File: src/rtl/apply_iteration_sync.sv
// apply_iteration_sync: per-lane 1-cycle vertex register plus all-core iteration-end barrier (pipelined AND tree) broadcasting iteration_end, iteration_id, convergence and finish
module apply_iteration_sync #(
  parameter int V_ID_WIDTH      = 20,
  parameter int CORE_NUM        = 32,
  parameter int ITERATION_WIDTH = 6,
  parameter int MAX_ITERATION   = 63,
  parameter int TREE_REG_EVERY  = 2
) (
  input  logic                             clk,
  input  logic [CORE_NUM-1:0]              rst,
  input  logic [CORE_NUM*V_ID_WIDTH-1:0]   front_active_v_id,
  input  logic [CORE_NUM-1:0]              front_active_v_updated,
  input  logic [CORE_NUM-1:0]              front_active_v_valid,
  input  logic [CORE_NUM-1:0]              front_iteration_end,
  input  logic [CORE_NUM-1:0]              front_iteration_end_valid,
  output logic [CORE_NUM*V_ID_WIDTH-1:0]   active_v_id,
  output logic [CORE_NUM-1:0]              active_v_updated,
  output logic [CORE_NUM-1:0]              active_v_valid,
  output logic [CORE_NUM-1:0]              iteration_end,
  output logic [CORE_NUM-1:0]              iteration_end_valid,
  output logic [ITERATION_WIDTH-1:0]       iteration_id,
  output logic                             acc_converged,
  output logic                             acc_finish
);
  localparam int LEVELS = $clog2(CORE_NUM);
  localparam int N2 = 1 << LEVELS;
  localparam int NR = (N2 > 1) ? N2 - 1 : 1;
  localparam logic [ITERATION_WIDTH-1:0] MAX_I = ITERATION_WIDTH'(MAX_ITERATION);
  typedef enum logic [1:0] {RUN, BCAST, DONE} state_t;
  state_t state_q, state_d;
  logic [CORE_NUM*V_ID_WIDTH-1:0] id_q, id_d;
  logic [CORE_NUM-1:0] vld_q, vld_d, upd_q, upd_d, seen_q, seen_d, set_v, end_q;
  logic [2*N2-1:1] node;
  logic [NR:1] tree_q, tree_d;
  logic [ITERATION_WIDTH-1:0] iteration_id_q, iteration_id_d, iter_inc;
  logic any_upd_q, any_upd_d, acc_converged_q, acc_converged_d, all_seen, bcast, in_or;
  function automatic logic is_reg(input int k);
    int d = 0;
    for (int x = k; x > 1; x >>= 1) d++;
    return ((LEVELS - d) % TREE_REG_EVERY == 0) || (k == 1);
  endfunction
  always_comb begin
    vld_d = front_active_v_valid & ~rst;
    upd_d = front_active_v_updated & vld_d;
    id_d = '0;
    for (int i = 0; i < CORE_NUM; i++)
      id_d[i*V_ID_WIDTH +: V_ID_WIDTH] = vld_d[i] ? front_active_v_id[i*V_ID_WIDTH +: V_ID_WIDTH] : '0;
  end
  // Heap-indexed AND tree: node k = node 2k & node 2k+1, leaves at N2.., root at 1.
  // Padding leaves read as 1; registered nodes are cleared on broadcast so stale 1s cannot retrigger.
  always_comb begin
    node = '0;
    tree_d = '0;
    for (int i = 0; i < N2; i++) node[N2 + i] = (i < CORE_NUM) ? seen_q[i] : 1'b1;
    for (int k = N2 - 1; k >= 1; k--) begin
      tree_d[k] = (rst[0] || bcast) ? 1'b0 : node[2*k] & node[2*k+1];
      node[k] = is_reg(k) ? tree_q[k] : node[2*k] & node[2*k+1];
    end
  end
  assign all_seen = node[1];
  assign in_or = |(front_active_v_valid & front_active_v_updated);
  always_comb begin
    bcast = state_q == BCAST;
    iter_inc = iteration_id_q + ITERATION_WIDTH'(1);
    state_d = (state_q == RUN) ? (all_seen ? BCAST : RUN) :
              bcast ? ((!any_upd_q || iter_inc == MAX_I) ? DONE : RUN) : DONE;
    set_v = (state_q == DONE) ? '0 : front_iteration_end_valid & front_iteration_end;
    seen_d = (set_v | (bcast ? '0 : seen_q)) & ~rst;
    any_upd_d = bcast ? in_or : (state_q == RUN) ? (any_upd_q | in_or) : any_upd_q;
    iteration_id_d = bcast ? iter_inc : iteration_id_q;
    acc_converged_d = bcast ? !any_upd_q : acc_converged_q;
  end
  always_ff @(posedge clk) begin
    id_q <= id_d;
    vld_q <= vld_d;
    upd_q <= upd_d;
    tree_q <= tree_d;
    if (rst[0]) begin
      state_q <= RUN;
      seen_q <= '0;
      any_upd_q <= 1'b0;
      iteration_id_q <= '0;
      acc_converged_q <= 1'b0;
      end_q <= '0;
    end else begin
      state_q <= state_d;
      seen_q <= seen_d;
      any_upd_q <= any_upd_d;
      iteration_id_q <= iteration_id_d;
      acc_converged_q <= acc_converged_d;
      end_q <= {CORE_NUM{bcast}};
    end
  end
  assign active_v_id = id_q;
  assign active_v_updated = upd_q;
  assign active_v_valid = vld_q;
  assign iteration_end = end_q;
  assign iteration_end_valid = end_q;
  assign iteration_id = iteration_id_q;
  assign acc_converged = acc_converged_q;
  assign acc_finish = state_q == DONE;
endmodule

File: config.mk
export PLATFORM = sky130hd
export DESIGN_NAME = apply_iteration_sync
export DESIGN_NICKNAME = d
export VERILOG_FILES = /design/src/rtl/apply_iteration_sync.sv
export SDC_FILE = /design/constraint.sdc
export NUM_CORES = 1
export LEC_CHECK = 0
export CORE_AREA = 2 2 608 610
export DETAILED_ROUTE_END_ITERATION = 10
export DIE_AREA = 0 0 610 612
export DONT_BUFFER_PORTS = 1
export GPL_ROUTABILITY_DRIVEN = 0
export MAX_ROUTING_LAYER = met4
export PLACE_DENSITY = 0.3
export SLEW_MARGIN = 15
export SYNTH_ARGS = -nofsm -noshare
export SYNTH_HDL_FRONTEND = slang
export SYNTH_SLANG_ARGS = --single-unit
File: constraint.sdc
create_clock -name clk -period 5.15 [get_ports clk]
set_clock_uncertainty 0.2 [all_clocks]
set_input_delay 1.03 -clock clk [delete_from_list [all_inputs] [get_ports clk]]
set_output_delay 1.03 -clock clk [all_outputs]
set_load 0.01 [all_outputs]
==> Yosys cells after proc, flatten, opt, wreduce, memory -nomap -nowiden <==
Index checks and enable logic that the tools add are counted.
W data, S select, Z words.
{ "totals": {"wordCells": 98, "out_inout_bits": 776, "in_bits": 801, "register_bits": 762} }
{ "classes": {"n_addsub": 1, "n_reduce_logical": 6, "bitwise": 39, "eq_ne": 3, "n_mux": 8} }
{ "ops": {"columns": ["op", "count"], "rows": [
  ["$and A32 B32 Y32", 5],
  ["$mux W32", 2],
  ["$not A32 Y32", 1],
  ["$or A32 B32 Y32", 1],
  ["$reduce_or A32 Y1", 1],
  ["$and A1 B1 Y1", 31],
  ["$add A6 B1 Y6 const B", 1],
  ["$eq A6 B6 Y1 const B", 1],
  ["$mux W2", 3],
  ["$mux W1", 3],
  ["$eq A2 B1 Y1 const B", 1],
  ["$eq A2 B2 Y1 const B", 1],
  ["$logic_not A2 Y1", 1],
  ["$logic_or A1 B1 Y1", 2],
  ["$reduce_bool A2 Y1", 1],
  ["$logic_not A1 Y1", 1],
  ["$or A1 B1 Y1", 1]
]} }

==> Longest topological paths before layout <==
{ "logic_depth": {"depth_word": 6, "ltp_mapped": 7, "depth_no_buf": 5} }

==> Worst setup path before layout <==
Ideal clock, no wire load.
{ "synth_timing": {"path_type": "register to output", "startpoint": "reg iteration_end[0] (netlist name)", "endpoint": "out iteration_end[10]", "stages_incl_launch_ff": 2, "slack_ns": 2.277, "required_ns": 3.920, "path_buffers": 1, "arrival_time_ns": 1.643, "path_cell_list": "dfxtp_1 buf_4"} }
{ "synth_lines": {"columns": ["item", "line", "source"], "rows": [
  ["to (decl)", "19", "output logic [CORE_NUM-1:0] iteration_end,"]
]} }
No word-level cell between the ends.

==> Final worst setup path <==
{ "layout_timing": {"startpoint": "reg iteration_end[0] (netlist name)", "endpoint": "out iteration_end[27]"} }
No word-level cell between the ends.

==> results_tabular.tex <==
\begin{tabular}{lr}
\hline
Metric & Value \\
\hline
\multicolumn{2}{l}{\textbf{Yosys}} \\
Synth Cell Area & 21390 um\^{}2 \\
Sequential fraction of the synthesis area & 70.94\% \\
Gate count after technology mapping & 1760 \\
Post-synthesis average cell area & 12.15 um\^{}2 \\
Synthesized Nets & 2563 \\
Yosys warning total & 0 \\
FF+latch count, synth & 758 \\
Number of different library cells in the post-synthesis netlist & 35 \\
\multicolumn{2}{l}{\textbf{Clocking}} \\
Clock latency reported for the late side of the worst-skew pair & between 0.8 and 0.9 ns \\
Clock buffer depth & 4 \\
Clock transition at the register clock pins on the worst setup and hold paths after CTS & 0.07 ns \\
TritonCTS clock tree & built \\
Number of buffers created by CTS & between 100 and 150 \\
Clock Tree Root & clkbuf\_16 \\
Clock tree sinks & 758 \\
Number of H-tree branching levels & 3 \\
Post-CTS setup-driven buffer insertion count & 0 \\
\multicolumn{2}{l}{\textbf{Timing}} \\
Crit share post-route & between 60 and 70\% \\
Count of final setup violators & 0 \\
Tightest Pin Transition & 1.113 ns \\
RSZ-0062 raised after global routing & false \\
Worst Slack Setup Final & 1.864 ns \\
Shortest clock period the worst path allows after layout & roughly 3.3 ns \\
Fmax & 304.3 MHz \\
Max-slew headroom & 25.47\% \\
Slew Limit Fails & 0 \\
Number of hold violations in the final report & 0 \\
Setup\_tns & 0 ns \\
\multicolumn{2}{l}{\textbf{GRT}} \\
Total global routing overflow & 0 \\
Number of antenna violations at the first check in global routing & 258 \\
Largest net degree at the start of global routing & 54 \\
Global-route wire length before repair & about 240000 um \\
Number of global-route vias before repair & 14087 \\
Global-route total usage across every layer & 10.91\% \\
\multicolumn{2}{l}{\textbf{Routing}} \\
Remaining DRCs & 0 \\
Detail-routed via count per cell & 2.030 \\
Average detailed-routed wire length per instance & 29.47 um \\
Via count of the routed design & around 14000 \\
Count of antenna-violating nets left after detailed routing & 0 \\
Routed wire length & approximately 210000 um \\
Starting DRT DRC Count & approximately 990 \\
Drt pass-1 iters & 5 \\
\multicolumn{2}{l}{\textbf{Pwr}} \\
Part of the total power dissipated in combinational logic & 3.0\% \\
Static Leakage & 0.01047 uW \\
Max VDD drop & 0.2403 mV \\
Areal power density over the cells & 455.0 nW/um\^{}2 \\
Clock group share of total power & 51.6\% \\
Switching part of the total power & 26.35\% \\
Net switching power figure & 3784 uW \\
Pint & 10580 uW \\
Share of total power in sequential cells & a little under half \\
\multicolumn{2}{l}{\textbf{Worst setup path}} \\
Worst path cell trace & buf\_16 \\
Max stage delay on crit path & $\sim$0.68 ns \\
Critical path buffers and inverters & 1 \\
Slowest stage cell, crit path & dfxtp\_4 \\
Worst r2r dst & seen\_q[27] \\
CP delay by family, top & flip-flops \\
Arr. time, crit path & about 2 ns \\
Worst setup path category & register to output pin \\
Sort of element at the start of the critical path & register \\
Worst path required time & approximately 3.9 ns \\
Critical register-to-register path startpoint & state\_q[1] \\
Critical path endpoint category & output pin \\
Max Fanout on Critical Path & 53 \\
FF-to-FF path depth & 5 \\
Setup slack of the most critical reg-to-reg path & 2.78 ns \\
\multicolumn{2}{l}{\textbf{Final layout}} \\
Ratio of cells with drive above 1 in the final layout & 13.22\% \\
Post-route non-filler standard cell count & 7032 \\
Final layout net count & 2596 \\
Leading cell type in the layout, fill and taps excluded & dfxtp\_1 \\
Commonest cells after routing, fill and taps aside & 757 x dfxtp\_1, 672 x and2\_1, 104 x clkbuf\_16, 40 x nor2\_1, 33 x buf\_4 \\
Post-route design area & 31560 um\^{}2 \\
Synth-to-Final Area Change & 47.53\% \\
\multicolumn{2}{l}{\textbf{Outcome}} \\
Run status & completed \\
\multicolumn{2}{l}{\textbf{Job}} \\
Max\_cap viols & 0 \\
\multicolumn{2}{l}{\textbf{Hold path}} \\
Startpoint of the lowest-slack hold path & rst[25] \\
Destination of the worst hold path & seen\_q[25] \\
Depth of the worst hold-timing path & 1 \\
Type of the worst min-delay path & input port to register \\
\multicolumn{2}{l}{\textbf{Placement}} \\
HPWL after detailed placement & around 180000 um \\
Number of buffer cells added on primary ports & 0 \\
Worst slack at placement & 1.523 ns \\
Inst Count DP & 6496 \\
Instance area at placement & $\sim$27000 um\^{}2 \\
\multicolumn{2}{l}{\textbf{Die}} \\
Count of pins on the block boundary & around 1600 \\
Floorplan Core Area & roughly 370000 um\^{}2 \\
Die boundary width & roughly 610 um \\
Starting utilization of the core area & 5.825\% \\
Die footprint & 373300 um\^{}2 \\
Number of rows created at floorplan & 223 \\
Height of the die & 612 um \\
\hline
\end{tabular}
[kinds of logic (layout without fill, tap and decap cells)]
kind of cell	count (synthesis)	count (layout)	share of synthesized area, %
buffers and inverters	138	246	3.674
DFF	758	758	70.94
other	0	327	0
xor gates and xnor gates	4	4	0.1638
adders and majority gates	2	2	0.1170
and+or+nand+nor	803	803	23.03
AOI/OAI and AO/OA	55	55	2.071
[final cells by class]
cell class / count / area [um^2]
Fill cell: 42374 / 335600
Sequential cell: 758 / 15180
Tap cell: 4837 / 6052
Multi-Input combinational cell: 864 / 5529
Clock buffer: 134 / 2855
Antenna cell: 327 / 818.3
Timing Repair Buffer: 64 / 575.6
Clock inverter: 45 / 534.3
Inverter: 3 / 13.76
[Yosys cell counts (all sizes together)]
cell	instances	share of area [%]
dfxtp	758	71
and2	672	20
buf	69	2.5
clkbuf	66	1.2
nor2	42	0.85
nor2b	33	0.98
a22oi	23	0.81
a32oi	17	0.70
nand3	16	0.54
nand2	15	0.26
a21oi	9	0.33
nand4	8	0.23
nor4	8	0.23
xor2	4	0.16
inv	3	0.064
a211oi	2	0.070
and3	2	0.058
ha	2	0.12
nand2b	2	0.058
nor3	2	0.047
a21bo	1	0.047
a311oi	1	0.041
and3b	1	0.041
nand3b	1	0.035
nor4b	1	0.041
o2111ai	1	0.041
o31ai	1	0.035
[timing repair]
| item | CTS | global route |
|---|---|---|
| endpoints found under the hold margin | 29 | 0 |
| gates resized for setup | 0 | 0 |
| hold buffers | 30 | 0 |
[power groups by stage]
stage	registers [uW]	clock network, uW	logic (uW)
after floorplan	6410	0	215
after global placement	6690	0	420
after detailed placement	6680	0	423
after CTS	6560	7740	460
after global routing	6550	7950	479
final	6520	7410	431
[stage by stage]
| stage | power (uW) | hold slack [ns] | util (%) |
|---|---|---|---|
| 5_1_grt | 14970 | 0.03379 | 8.561 |
| 3_5_place_dp | 7104 | 0.2348 | 7.366 |
| 2_1_floorplan | 6622 | 0.2104 | - |
| 4_1_cts | 14760 | 0.002965 | 8.371 |
| 6_report | 14360 | 0.1134 | 8.594 |
| 3_3_place_gp | 7113 | 0.2438 | 7.366 |
[registers in the layout, summed over array words and instances, names as in the netlist]
signal and cells:
tree_q 11, active_v_id 640, active_v_valid 32, state_q 2, iteration_id 6, active_v_updated 32
any_upd_q 1, acc_converged 1, seen_q 32, iteration_end 1
[worst max-delay path by stage]
stage                                   from                end  cells after the start
floorplan                   iteration_end[0]  iteration_end[10]                      1
detailed placement  front_active_v_valid[12]          any_upd_q                      4
CTS                         iteration_end[0]  iteration_end[27]                      1
global placement    front_active_v_valid[12]          any_upd_q                      4
finish                      iteration_end[0]  iteration_end[27]                      1
global route                iteration_end[0]   iteration_end[6]                      1
[per-layer routing]
layer  track usage, %  vias to the layer above  wire length (um)
met4            2.907                        0              6213
met3            7.283                      287             29800
met1            11.76                     6737             80880
met5                -                        -                 0
met2            16.26                     1332             90320
li1                 -                     5919                 -
No activity file was read; power rests on OpenSTA's default activity.
==> edit: new RTL, config.mk and constraints unchanged <==
Put one more register stage on the output `iteration_end`, without a reset. The value now appears one clock later. The other outputs are not delayed to match. Comments in the files are not updated.
--- a/src/rtl/apply_iteration_sync.sv
+++ b/src/rtl/apply_iteration_sync.sv
@@ -94,7 +94,9 @@
   assign active_v_id = id_q;
   assign active_v_updated = upd_q;
   assign active_v_valid = vld_q;
-  assign iteration_end = end_q;
+  always_ff @(posedge clk) begin
+    iteration_end <= end_q;
+  end
   assign iteration_end_valid = end_q;
   assign iteration_id = iteration_id_q;
   assign acc_converged = acc_converged_q;
Check against the original RTL: no difference found for any inputs over 4 cycles, from zero or initial values; that may be too few to reach the edited logic, so the function may still have changed.
==> edit against the unedited design <==
- wire length up 6.5%
- synthesized cell count down 0.11%
- non-clock buffer count up 266
- die area unchanged
- worst hold slack worse by 2.2 ps
- total power up 6.4%
- worst setup slack worse by 31 ps
- synthesized area up 0.26%
- sequential cell count up 1
- design area up 8.7%
- largest cell class unchanged
- highest routed layer unchanged
==> edit: results (changes against the unedited design) <==
Status = completed
Mean Syn Cell Area = 12.2 µm² (+0.37%)
Placed Instances = 6,490 (-0.092%)
Share of the yosys chip area belonging to registers = 0.709 (-0.000888)
CP Launch Point = iteration_end_valid[0]
Final WL = 221 mm (+6.5%)
Global-route wire length before repair = 253 mm (+6.3%)
Design Area, Final = 34,300 µm² (+8.7%)
Pre-CTS setup slack = 1770 ps (+244 ps)
Met3 Use GR = 0.0687 (-0.00409)
Max stage delay on crit path = 630 ps (-50 ps)
Worst-path clk slew = 60 ps
Placement Cell Area = 27,100 µm² (+0.14%)
Share of post-route cells with drive strength above 1 = 0.125 (-0.00717)
Gr usage total = 0.116 (+0.00709)
Fillers = 42,200 (-0.29%)
Worst Path Arrival = 2090 ps (+30 ps)
DRT iter0 DRCs = 1,423 (+44%)
Final Non-Filler Cells = 7,172 (+2.0%)
Inserted Clock Buffers = 109 (+6.9%)
Initial antenna violation count = 300 (+16%)
GR Layer Usage met1 = 0.125 (+0.00778)
Largest net degree at the start of global routing = 33 (-39%)
Total number of vias = 15,900 (+11%)
Skew-Pair Late Insertion Delay = 860 ps (+30 ps)
Largest cells by area after synthesis = dfxtp_1 (71%), and2_1 (20%), buf_4 (2.2%)
Post-Syn Nets = 2,561 (-0.078%)
R2R Setup Slk = 2320 ps (-460 ps)
Post-detail-place hpwl = 193 mm (+5.7%)
Final min period = 3320 ps (+30.5 ps)
Pleak = 0.0118 µW (+13%)
## edit: cell count changes after synthesis, moves of 2 or more
cell      change
a22oi_1       -3
buf_6         +3
nor4_1        -3
clkbuf_1      -2
a32oi_1       +3
xnor2_1       +2
## edit: per-layer routing
layer,part of all wire,up-vias
met5,0,-
met4,0.029,0
met3,0.14,389
met2,0.45,1591
met1,0.38,7585
li1,-,6318
## edit: cells by family after synthesis
kind of cell             count (synthesis)  share of synthesized area
flip-flops                             759                      0.709
AND/OR/NAND/NOR                        799                      0.230
buffers and inverters                  138                     0.0380
adder cells (fa/ha/maj)                  2                    0.00117
AO/OA/AOI/OAI                           55                     0.0204
XOR/XNOR                                 5                    0.00204
## edit: worst min-delay path by stage
stage | startpoint | endpoint | cells after the start
after CTS | front_active_v_id[324] | active_v_id[324] | 1
final | front_active_v_id[268] | active_v_id[268] | 1
after floorplan | seen_q[0] | seen_q[0] | 2
after detailed placement | seen_q[0] | seen_q[0] | 2
after global placement | tree_q[2] | tree_q[1] | 1
after global routing | front_active_v_id[303] | active_v_id[303] | 1
## edit: area by class of cell
class	instances	share of cell area
Sequential cell	759	0.443
Clock buffer	135	0.0868
Multi-Input combinational cell	861	0.163
Tap cell	4837	0.177
Clock inverter	63	0.0223
Antenna cell	184	0.0134
Timing Repair Buffer	330	0.0944
Inverter	3	0.000401
## edit: through the flow
stage	total power, µW	hold slack [ps]
floorplan	6630	210
global placement	7140	248
detailed placement	7130	251
CTS	15700	0.0551
global route	15900	36.5
finish	15300	111
## edit: power by group
group          total (µW)  internal, µW  switching (µW)
Combinational         678           302             376
Sequential           6540          6110             429
Clock                8060          4690            3370
Total               15300         11100            4170
## edit: repair_timing
action,4_1_cts,5_1_grt
hold buffers,299,1
endpoints found under the setup margin,0,0
hold endpoints to repair,299,1
